===== config.mk =====
export PLATFORM = sky130hd
export DESIGN_NAME = decoder38_strobe
export DESIGN_NICKNAME = d
export VERILOG_FILES = /design/src/rtl/decoder38_strobe.sv
export SDC_FILE = /design/constraint.sdc
export NUM_CORES = 1
export LEC_CHECK = 0
export ABC_CLOCK_PERIOD_IN_PS = 7200
export BUFFER_PORTS_ARGS = -buffer_cell sky130_fd_sc_hd__buf_2
export CAP_MARGIN = 10
export CORE_MARGIN = 2
export CORE_UTILIZATION = 61
export DETAILED_ROUTE_END_ITERATION = 6
export PLACE_DENSITY_LB_ADDON = 0.25
export SLEW_MARGIN = 10
export SYNTH_ARGS = -nofsm -noshare
export SYNTH_HDL_FRONTEND = slang
export SYNTH_SLANG_ARGS = --single-unit

===== constraint.sdc =====
create_clock -name Clock -period 7.2 [get_ports Clock]
set_input_delay 1.44 -clock Clock [delete_from_list [all_inputs] [get_ports Clock]]
set_output_delay 1.44 -clock Clock [all_outputs]
set_load 0.02 [all_outputs]

===== src/rtl/decoder38_strobe.sv =====
// Queued, timed 3-to-8 decoder: FIFO-buffered codes are driven as registered
// one-hot strobes of HOLD_CYCLES cycles, separated by GAP_CYCLES all-zero cycles.
module decoder38_strobe #(
  parameter int HOLD_CYCLES = 4,
  parameter int GAP_CYCLES  = 1,
  parameter int DEPTH       = 4
) (
  input  logic       Clock,
  input  logic       Reset,
  input  logic       notEN,
  input  logic [2:0] Input,
  input  logic       InValid,
  output logic       InReady,
  output logic [7:0] Output,
  output logic       Done,
  output logic       Busy
);

  localparam int AW   = $clog2(DEPTH);
  localparam int MAXC = (HOLD_CYCLES > GAP_CYCLES) ? HOLD_CYCLES : GAP_CYCLES;
  localparam int CW   = (MAXC > 1) ? $clog2(MAXC) : 1;
  localparam logic [CW-1:0] HOLD_LOAD = CW'(HOLD_CYCLES - 1);
  localparam logic [CW-1:0] GAP_LOAD  = CW'((GAP_CYCLES > 0) ? GAP_CYCLES - 1 : 0);
  localparam logic [AW:0]   FULL      = (AW + 1)'(DEPTH);
  localparam bit            HAS_GAP   = (GAP_CYCLES > 0);

  typedef enum logic [1:0] {
    IDLE  = 2'd0,
    DRIVE = 2'd1,
    GAP   = 2'd2
  } state_t;

  logic [2:0]    mem [DEPTH];
  logic [AW-1:0] wr_ptr, rd_ptr;
  logic [AW:0]   count, count_next;
  state_t        state, state_next;
  logic [CW-1:0] cnt, cnt_next;
  logic [2:0]    code, code_next;
  logic [7:0]    out_next;
  logic          done_next, busy_next, push, pop, empty;

  function automatic logic [7:0] onehot(input logic [2:0] c);
    onehot = 8'd1 << c;
  endfunction

  assign InReady = (count < FULL);
  assign push    = InValid && InReady;
  assign empty   = (count == '0);

  // Next-state, strobe and pop decisions; a disabled cycle freezes everything but blanks the bus.
  always_comb begin
    state_next = state;
    cnt_next   = cnt;
    code_next  = code;
    out_next   = Output;
    done_next  = 1'b0;
    pop        = 1'b0;
    if (notEN) begin
      out_next = 8'h00;
    end else begin
      case (state)
        IDLE: begin
          if (!empty) begin
            pop        = 1'b1;
            code_next  = mem[rd_ptr];
            out_next   = onehot(mem[rd_ptr]);
            cnt_next   = HOLD_LOAD;
            state_next = DRIVE;
          end else begin
            out_next = 8'h00;
          end
        end
        DRIVE: begin
          if (cnt != '0) begin
            cnt_next = cnt - CW'(1);
            out_next = onehot(code);
          end else begin
            done_next = 1'b1;
            if (HAS_GAP) begin
              out_next   = 8'h00;
              cnt_next   = GAP_LOAD;
              state_next = GAP;
            end else if (!empty) begin
              pop       = 1'b1;
              code_next = mem[rd_ptr];
              out_next  = onehot(mem[rd_ptr]);
              cnt_next  = HOLD_LOAD;
            end else begin
              out_next   = 8'h00;
              state_next = IDLE;
            end
          end
        end
        GAP: begin
          out_next = 8'h00;
          if (cnt != '0) begin
            cnt_next = cnt - CW'(1);
          end else if (!empty) begin
            pop        = 1'b1;
            code_next  = mem[rd_ptr];
            out_next   = onehot(mem[rd_ptr]);
            cnt_next   = HOLD_LOAD;
            state_next = DRIVE;
          end else begin
            state_next = IDLE;
          end
        end
        default: begin
          out_next   = 8'h00;
          state_next = IDLE;
        end
      endcase
    end
    count_next = count + (AW + 1)'(push) - (AW + 1)'(pop);
    busy_next  = (state_next != IDLE) || (count_next != '0);
  end

  // FSM, counters, FIFO pointers and registered outputs.
  always_ff @(posedge Clock) begin
    if (Reset) begin
      state  <= IDLE;
      cnt    <= '0;
      code   <= 3'd0;
      Output <= 8'h00;
      Done   <= 1'b0;
      Busy   <= 1'b0;
      wr_ptr <= '0;
      rd_ptr <= '0;
      count  <= '0;
    end else begin
      state  <= state_next;
      cnt    <= cnt_next;
      code   <= code_next;
      Output <= out_next;
      Done   <= done_next;
      Busy   <= busy_next;
      count  <= count_next;
      if (push) begin
        wr_ptr <= wr_ptr + AW'(1);
      end
      if (pop) begin
        rd_ptr <= rd_ptr + AW'(1);
      end
    end
  end

  // FIFO storage; contents need no reset since the pointers define validity.
  always_ff @(posedge Clock) begin
    if (push && !Reset) begin
      mem[wr_ptr] <= Input;
    end
  end

endmodule


# Yosys cells after proc, flatten, opt, wreduce, memory -nomap -nowiden

Memories as Yosys holds them, arrays and structs flattened. A register that Yosys moved wholly into a read port is not among the register bits.
Cells that the tools add are included.

Memories: 1
Input bits: 7
Output and inout bits: 11
Register bits after elaboration: 24
Memory bits (read-only): 0
Bits in writable memories: 12
Logic and storage cells: 64
Bits in latches: 0

Bitwise gates (word level): 2
Muxes and demuxes: 26
Reduce and logical (&&, ||, !) cells: 15
Add/subtract/negate cells: 5
Divide/modulo/power cells: 0
Equality and inequality tests: 3
Order comparisons: 1
$mul: 0
Shift-type cells: 2

Memories:

| name | words | width | rd ports | clocked after Yosys merged registers in | wr ports | RTL line | text |
|---|---|---|---|---|---|---|---|
| mem  | 4     | 3     | 1        | 1                                       | 1        | 33       | `logic [2:0] mem [DEPTH];` |

Operators by type and width:

| operator            | count |
|---|---|
| $mux 8              | 3 |
| $pmux 8 s3          | 1 |
| $mux 2              | 9 |
| $shl 1x3->8 const A | 2 |
| $pmux 2 s3          | 2 |
| $mux 1              | 7 |
| $mux 3              | 2 |
| $pmux 3 s2          | 1 |
| $reduce_bool 2->1   | 3 |
| $reduce_bool 3->1   | 2 |
| $add 2x1->2 const B | 2 |
| $add 3x1->3         | 1 |
| $logic_not 3->1     | 1 |
| $lt 3x3->1 const B  | 1 |
| $reduce_and 3->1    | 1 |
| $reduce_or 3->1     | 1 |
| $sub 3x1->3         | 1 |
| $eq 2x1->1 const B  | 1 |
| $eq 2x2->1 const B  | 1 |
| $logic_and 1x1->1   | 2 |
| $logic_not 2->1     | 1 |
| $ne 2x2->1 const B  | 1 |
| $not 1->1           | 2 |
| $pmux 1 s2          | 1 |
| 5 further kinds     | 5 |

# Depth between registers and ports, before layout

Gate-level depths: netlist of the first run.

Depth after elaboration: 8
Mapped depth: 12
Mapped depth without buffers: 12

# Worst setup path before layout of the first run

OpenSTA, ideal clock, no wires.

Path type: input to register
From: input port InValid
To: register Busy
Library setup time: 0.127 ns
Slack: 3.689 ns
Arrival time: 3.384 ns
Data required time: 7.073 ns
Path buffers: 1
Stages on the path: 11
Cells stage by stage: and2b_2 -> clkbuf_1 -> inv_1 -> ha_1 -> inv_1 -> ha_1 -> fa_1 -> xnor2_1 -> xnor2_1 -> a21oi_1 -> or3_1

Longest elaborated chain between the ends: 5

Ends and longest elaborated chain:

| item                 | RTL line | text |
|---|---|---|
| from (decl)          | 12       | `input logic InValid,` |
| $logic_and 1x1->1    | 47       | `assign push = InValid && InReady;` |
| $add 3x1->3          | 114      | `count_next = count + (AW + 1)'(push) - (AW + 1)'(pop);` |
| $sub 3x1->3          | 114      |  |
| $reduce_bool 3->1    | 115      | `busy_next = (state_next != IDLE) \|\| (count_next != '0);` |
| $logic_or 1x1->1     | 115      |  |
| to (signal assigned) | 136      | `Busy <= busy_next;` |
| to (decl)            | 16       | `output logic Busy` |

Every way passes these cells.
A chain may end at the register's enable or synchronous reset.

# Final worst setup path of the first run

Same ends and word-level chain as after synthesis.

==> results by group, run 1 <==
Routing
  • Drt first pass iters: 4
  • DRT Wirelength: 3.03 mm
  • DR vias: 1,278
  • Initial drt markers: 54
  • Wire per inst: roughly 14 um
  • DR DRC count: 0
  • DR vias/cell: ~6
  • Antenna Nets Post-Route: 0

Logic synthesis
  • Post-synth top area cell: dfxtp_1
  • Yosys warning total: 0
  • Post-Synthesis Cells: roughly 160
  • Post-synth top area share: about 30%
  • Synth async-reset ratio: 0%
  • Post-synth EDFFs: 12
  • Main synth FF type: dfxtp_1
  • Synth area leaders: dfxtp_1, edfxtp_1, ha_1
  • Syn Nets: 179
  • Yosys reg bits: 38
  • Mapped Area: 0.00175 mm2
  • Register area share after synthesis: 50.5%
  • Syn_area_per_cell: 10.8 um2
  • Post-synth cell types: 40

Clock network
  • CTS tree: built
  • Clk buf depth: 2
  • CTS buffer count: 5
  • Worst-path clk slew: 0.11 ns
  • CTS H-tree depth: 2
  • Clock sink count: 38
  • Hold-fix buffers, CTS: 0
  • Post-CTS Setup Bufs: 0
  • Post-cts resize count: 0
  • Clk_lat worst skew: between 0.3 and 0.4 ns
  • Root buffer cell: clkbuf_4

Setup path
  • Crit-path max FO: 8
  • Critical path endpoint category: flop
  • Critical Setup Path Class: in2reg
  • Startpoint Class: input port
  • CP arrival: around 3.4 ns
  • Critical Path RT: 7.43 ns

Power
  • P per Cell Area: 368 mW/mm2
  • Max VDD drop: roughly 0.00026 V
  • Cell leakage power: about 0.79 nW

Cells and area
  • Layout cells sized above 1: 19.9%
  • Area delta synth->final: 11.9%
  • Post-route insts no fill: 212
  • Antenna diodes: 0
  • Final net count: 198

Floorplan
  • Die Ht: 57.5 um
  • Core area: 0.00273 mm2
  • Die area: 0.00331 mm2
  • Site row count: 19
  • IO Pins: 18
  • Starting Density: 63.8%
  • Width of the die: 57.5 um

Global route
  • GRT Total Usage: 19.9%
  • Vias in the first global route: 1,180
  • Pin count of the biggest net entering global routing: 19
  • Antenna violations before repair: 0
  • First-pass GRT wire length: 5.02 mm
  • Gr ovfl total: 0

STA
  • F_max: approximately 0.32 GHz
  • Skew final: roughly 0.0093 ns
  • Post-route clock period utilization: a little over two fifths
  • Max Slew Vio Count: 0
  • Final Hold Viols: 0
  • Setup-failing EPs final: 0
  • RSZ-0062 raised after global routing: false
  • Relative slew slack: 62.1%
  • Slew @ Worst Pin: 0.568 ns
  • Final setup TNS: 0 ns
  • Minimum clock period: ~3.2 ns

Outcome
  • Status: completed

Placement
  • Hpwl dp: 2.17 mm
  • Placed cells: 204
  • Gpl congestion: a little under 0.8
  • Port-buffer cells: 17

Worst hold path
  • HP Class: reg2reg

Run
  • Max-Cap Viols: 0
synthesized netlist by cell type (2+ instances only):
cell,instances
a22oi_1,6
nor3_1,3
dfxtp_1,26
a221oi_1,2
mux2i_1,3
nor2_1,24
edfxtp_1,12
nand2_1,3
o21a_1,2
mux4_2,3
buf_2,3
xnor2_1,4
nor2b_1,8
or3_1,2
a32oi_1,2
nand3_1,3
ha_1,10
and3_1,4
a211oi_2,3
inv_1,14
a21oi_1,3
o21ai_0,3
cell families (layout without fill, tap and decap cells):
kind of cell    count (synthesis)  count (layout)  share of synthesized area (%)
xor+xnor                        5               5                           2.51
flops                          38              38                           50.5
buf+inv                        19              39                           4.30
compound gates                 29              29                           13.4
simple gates                   53              53                           15.4
fa+ha+maj                      11              11                           8.32
mux                             6               6                           5.59
worst paths after layout:
kind	depth (start not counted)	slack [ns]	from	to
setup / recovery	11	4.04	InValid	Busy
hold / removal	2	0.56	rd_ptr[0]	flop
setup reg to reg	12	4.10	state[0]	Busy
hold reg to reg	2	0.56	rd_ptr[0]	flop
final cells by class:
class,instances,area [um2]
fill,201,781
clock inverter,3,68.8
inverter,14,52.6
timing repair buffer,17,85.1
sequential,38,881
clock buffer,5,37.5
tap,31,38.8
multi-input combinational,104,790
stage by stage:
stage / hold WS, ns / cell area (um2) / setup WS (ns) / total power, mW / util (%)
floorplan: 0.484 / 1750 / 3.69 / 0.489 / -
global placement: 0.508 / 1850 / 3.72 / 0.528 / 67.6
detailed placement: 0.527 / 1850 / 3.67 / 0.539 / 67.6
CTS: 0.561 / 1950 / 4.04 / 0.720 / 71.4
global route: 0.586 / 1950 / 3.90 / 0.761 / 71.4
finish: 0.556 / 1950 / 4.04 / 0.718 / 71.4
layer usage:
layer  share of wire [%]  vias up  global-route usage [%]
met5                   0        -                       0
met2                  49       47                    32.6
met1                  44      612                    23.6
met4                 2.3        0                    9.97
li1                    -      611                       -
met3                 5.2        8                    5.90
critical path, cell delays in order:
cell and delay (ns):
buf_2 0.07, and2b_2 0.20, inv_1 0.06, ha_1 0.27
inv_1 0.04, ha_1 0.18, fa_1 0.38, xnor2_1 0.17
xnor2_1 0.15, a21oi_1 0.08, or3_1 0.35
cells in the final DEF (no fill, tap or decap), drive strengths merged:
cell type,n
dfxtp,26
nor2,24
buf,17
inv,14
edfxtp,12
ha,10
nor2b,8
a22oi,6
clkbuf,5
and3,4
xnor2,4
nor3,4
a211oi,3
mux4,3
mux2i,3
nand2,3
o21ai,3
nand3,3
a21oi,3
or3,2
a32oi,2
o21a,2
a221oi,2
bufinv,2
or3b,1
and2b,1
nand2b,1
nor3b,1
o211a,1
or2,1
o221ai,1
o211ai,1
o311ai,1
o22ai,1
a32o,1
o2111ai,1
xor2,1
a31oi,1
fa,1
clkinv,1
flip-flops by register name, indices dropped and copies added (netlist names), named ones only:
signal  count
wr_ptr      2
state       2
Busy        1
rd_ptr      2
cnt         2
code        3
Done        1
Output      8
mem        12
count       3
power by group:
part | switching [mW] | leakage (nW) | internal [mW]
Sequential | 0.0354 | 0.321 | 0.259
Clock | 0.0712 | 0.0554 | 0.109
Combinational | 0.138 | 0.409 | 0.106
Total | 0.245 | 0.786 | 0.473
Note: power is estimated with default switching activity, not from simulation.
==> inputs of run 2 (changes only) <==
ABC_CLOCK_PERIOD_IN_PS = 2700   (was 7200)
CORE_UTILIZATION = 52   (was 61)
clock period = 2.7 ns   (was 7.2 ns; I/O delays follow)
==> run 2 against run 1 <==
  * The flow now finishes with violations (setup timing)
  * Clock skew grew 0.0060 ns
  * Combinational power grew to 3.4 times the previous value
  * Sequential share of layout area shrank 2.9 points
  * Die area grew 16%
  * Utilization shrank 7.7 points
  * Final cell count grew 14%
  * Hold slack lost 0.14 ns
  * Total power grew to 2.7 times the previous value
==> results by group, run 2 (synthesis gave the netlist of run 1 again) <==
Cells and area
  • Fillers: 272
  • Fin util: between 60% and 70%
  • Area delta synth->final: 19.9%
  • Final net count: 212
  • Commonest non-fill, non-tap cells in the layout: dfxtp_1, nor2_1, buf_2
  • Max FFs per register: 12
  • Layout cells sized above 1: 29.2%
  • Antenna diodes: 0
  • Biggest regs: mem: 12 flops, Output: 8 flops
  • Largest reg by FF count: mem

Global route
  • Antenna violations before repair: 0
  • Gr ovfl total: 0
  • Vias in the first global route: 1,181
  • First-pass GRT wire length: 5.32 mm
  • Pin count of the biggest net entering global routing: 19
  • GRT Total Usage: approximately 20%

Routing
  • Wire per inst: 13.7 um
  • Drt first pass iters: 4
  • DRT Wirelength: 3.30 mm
  • Routed wire length on met2: 1.66 mm
  • Routed length on met1: between 1 and 1.5 mm
  • DR DRC count: 0
  • DR vias/cell: ~5.4
  • Routed wl met3: 207 um
  • Antenna Nets Post-Route: 0
  • Max layer used: met4
  • Initial drt markers: 176
  • DR vias: 1,312

STA
  • Post-route clock period utilization: 102%
  • Setup-failing EPs final: 1
  • Minimum clock period: 2.77 ns
  • RSZ-0062 raised after global routing: true
  • Slew @ Worst Pin: 0.548 ns
  • F_max: roughly 0.36 GHz
  • Final setup TNS: -0.0664 ns
  • Max Slew Vio Count: 0
  • Relative slew slack: 63.4%
  • Final worst slack: -0.0664 ns
  • Final Hold Viols: 0
  • Skew final: 0.0153 ns

Clock network
  • CTS buffer count: 5
  • Worst-path clk slew: 0.12 ns
  • CTS tree: built
  • Hold-fix buffers, CTS: 0
  • Clock sink count: 38
  • Clk buf depth: 2
  • Root buffer cell: clkbuf_4
  • CTS H-tree depth: 2
  • Clk_lat worst skew: approximately 0.34 ns

Placement
  • Hpwl dp: 2.34 mm
  • Gpl congestion: 1.00
  • Port-buffer cells: 17

Setup path
  • Critical Path RT: 2.94 ns
  • Crit-path max FO: 2
  • Critical path endpoint category: flop
  • Startpoint Class: flop
  • CP arrival: approximately 3 ns
  • Critical Setup Path Class: reg2reg

Floorplan
  • Core area: between 0.003 and 0.004 mm2
  • Die area: 0.00384 mm2
  • Site row count: 21
  • Die Ht: 61.9 um
  • Starting Density: 53.1%
  • IO Pins: 18
  • Width of the die: 61.9 um

Power
  • Cell leakage power: 0.852 nW
  • P per Cell Area: ~940 mW/mm2
  • Max VDD drop: approximately 0.00045 V

Run
  • Max-Cap Viols: 0

Outcome
  • Failing checks: setup timing
  • Status: complete, but fails checks

Worst hold path
  • HP Class: in2reg
-- run 2: cell type report --
class | count | area [um2] | share of cell area (%)
sequential | 38 | 883 | 42.2
multi-input combinational | 104 | 830 | 39.6
timing repair buffer | 31 | 190 | 9.09
clock buffer | 8 | 80.1 | 3.83
tap | 46 | 57.6 | 2.75
inverter | 14 | 52.6 | 2.51
-- run 2: per-layer routing --
layer | vias to the layer above | track usage (%)
li1 | 634 | -
met3 | 5 | 6.21
met5 | - | 0
met4 | 0 | 8.21
met1 | 621 | 23.4
met2 | 52 | 33.2
-- run 2: worst max-delay path, stage by stage (launching register included) --
cell and delay, ns:
dfxtp_2 0.35, inv_2 0.08, ha_4 0.13, or3b_4 0.40, a211oi_4 0.25, ha_1 0.15
inv_1 0.04, ha_2 0.16, fa_2 0.35, xnor2_2 0.22, xnor2_2 0.15, a21oi_1 0.08
or3_1 0.31
-- run 2: final timing paths --
path | from | to | slack (ns) | cells after the start
worst max-delay path | state[0] | Busy | -0.07 | 12
worst min-delay path | Input[1] | mem[0][1] | 0.42 | 1
worst max register to register | state[0] | Busy | -0.07 | 12
worst min register to register | code[1] | Output[7] | 0.56 | 2
-- run 2: per-stage QoR --
stage,area [um2],hold WS (ns),std cells,setup WS (ns),power (mW)
floorplan,1770,0.484,161,-0.00153,1.33
detailed placement,1980,0.534,230,-0.0292,1.54
CTS,2080,0.410,240,-0.0624,1.95
global placement,1980,0.506,230,0.0506,1.51
global route,2090,0.415,241,-0.192,2.10
finish,2090,0.420,241,-0.0664,1.97
-- run 2: report_power, final --
group | leakage (nW) | total, mW | switching (mW) | internal, mW
Clock | 0.0437 | 0.369 | 0.185 | 0.184
Combinational | 0.487 | 0.835 | 0.439 | 0.396
Sequential | 0.322 | 0.770 | 0.0777 | 0.692
-- run 2: what timing repair did --
item,in CTS,in global routing
setup buffers,2,1
pin swaps,6,2
hold endpoints to repair,0,0
setup endpoints to repair,1,2
resized for setup,1,1
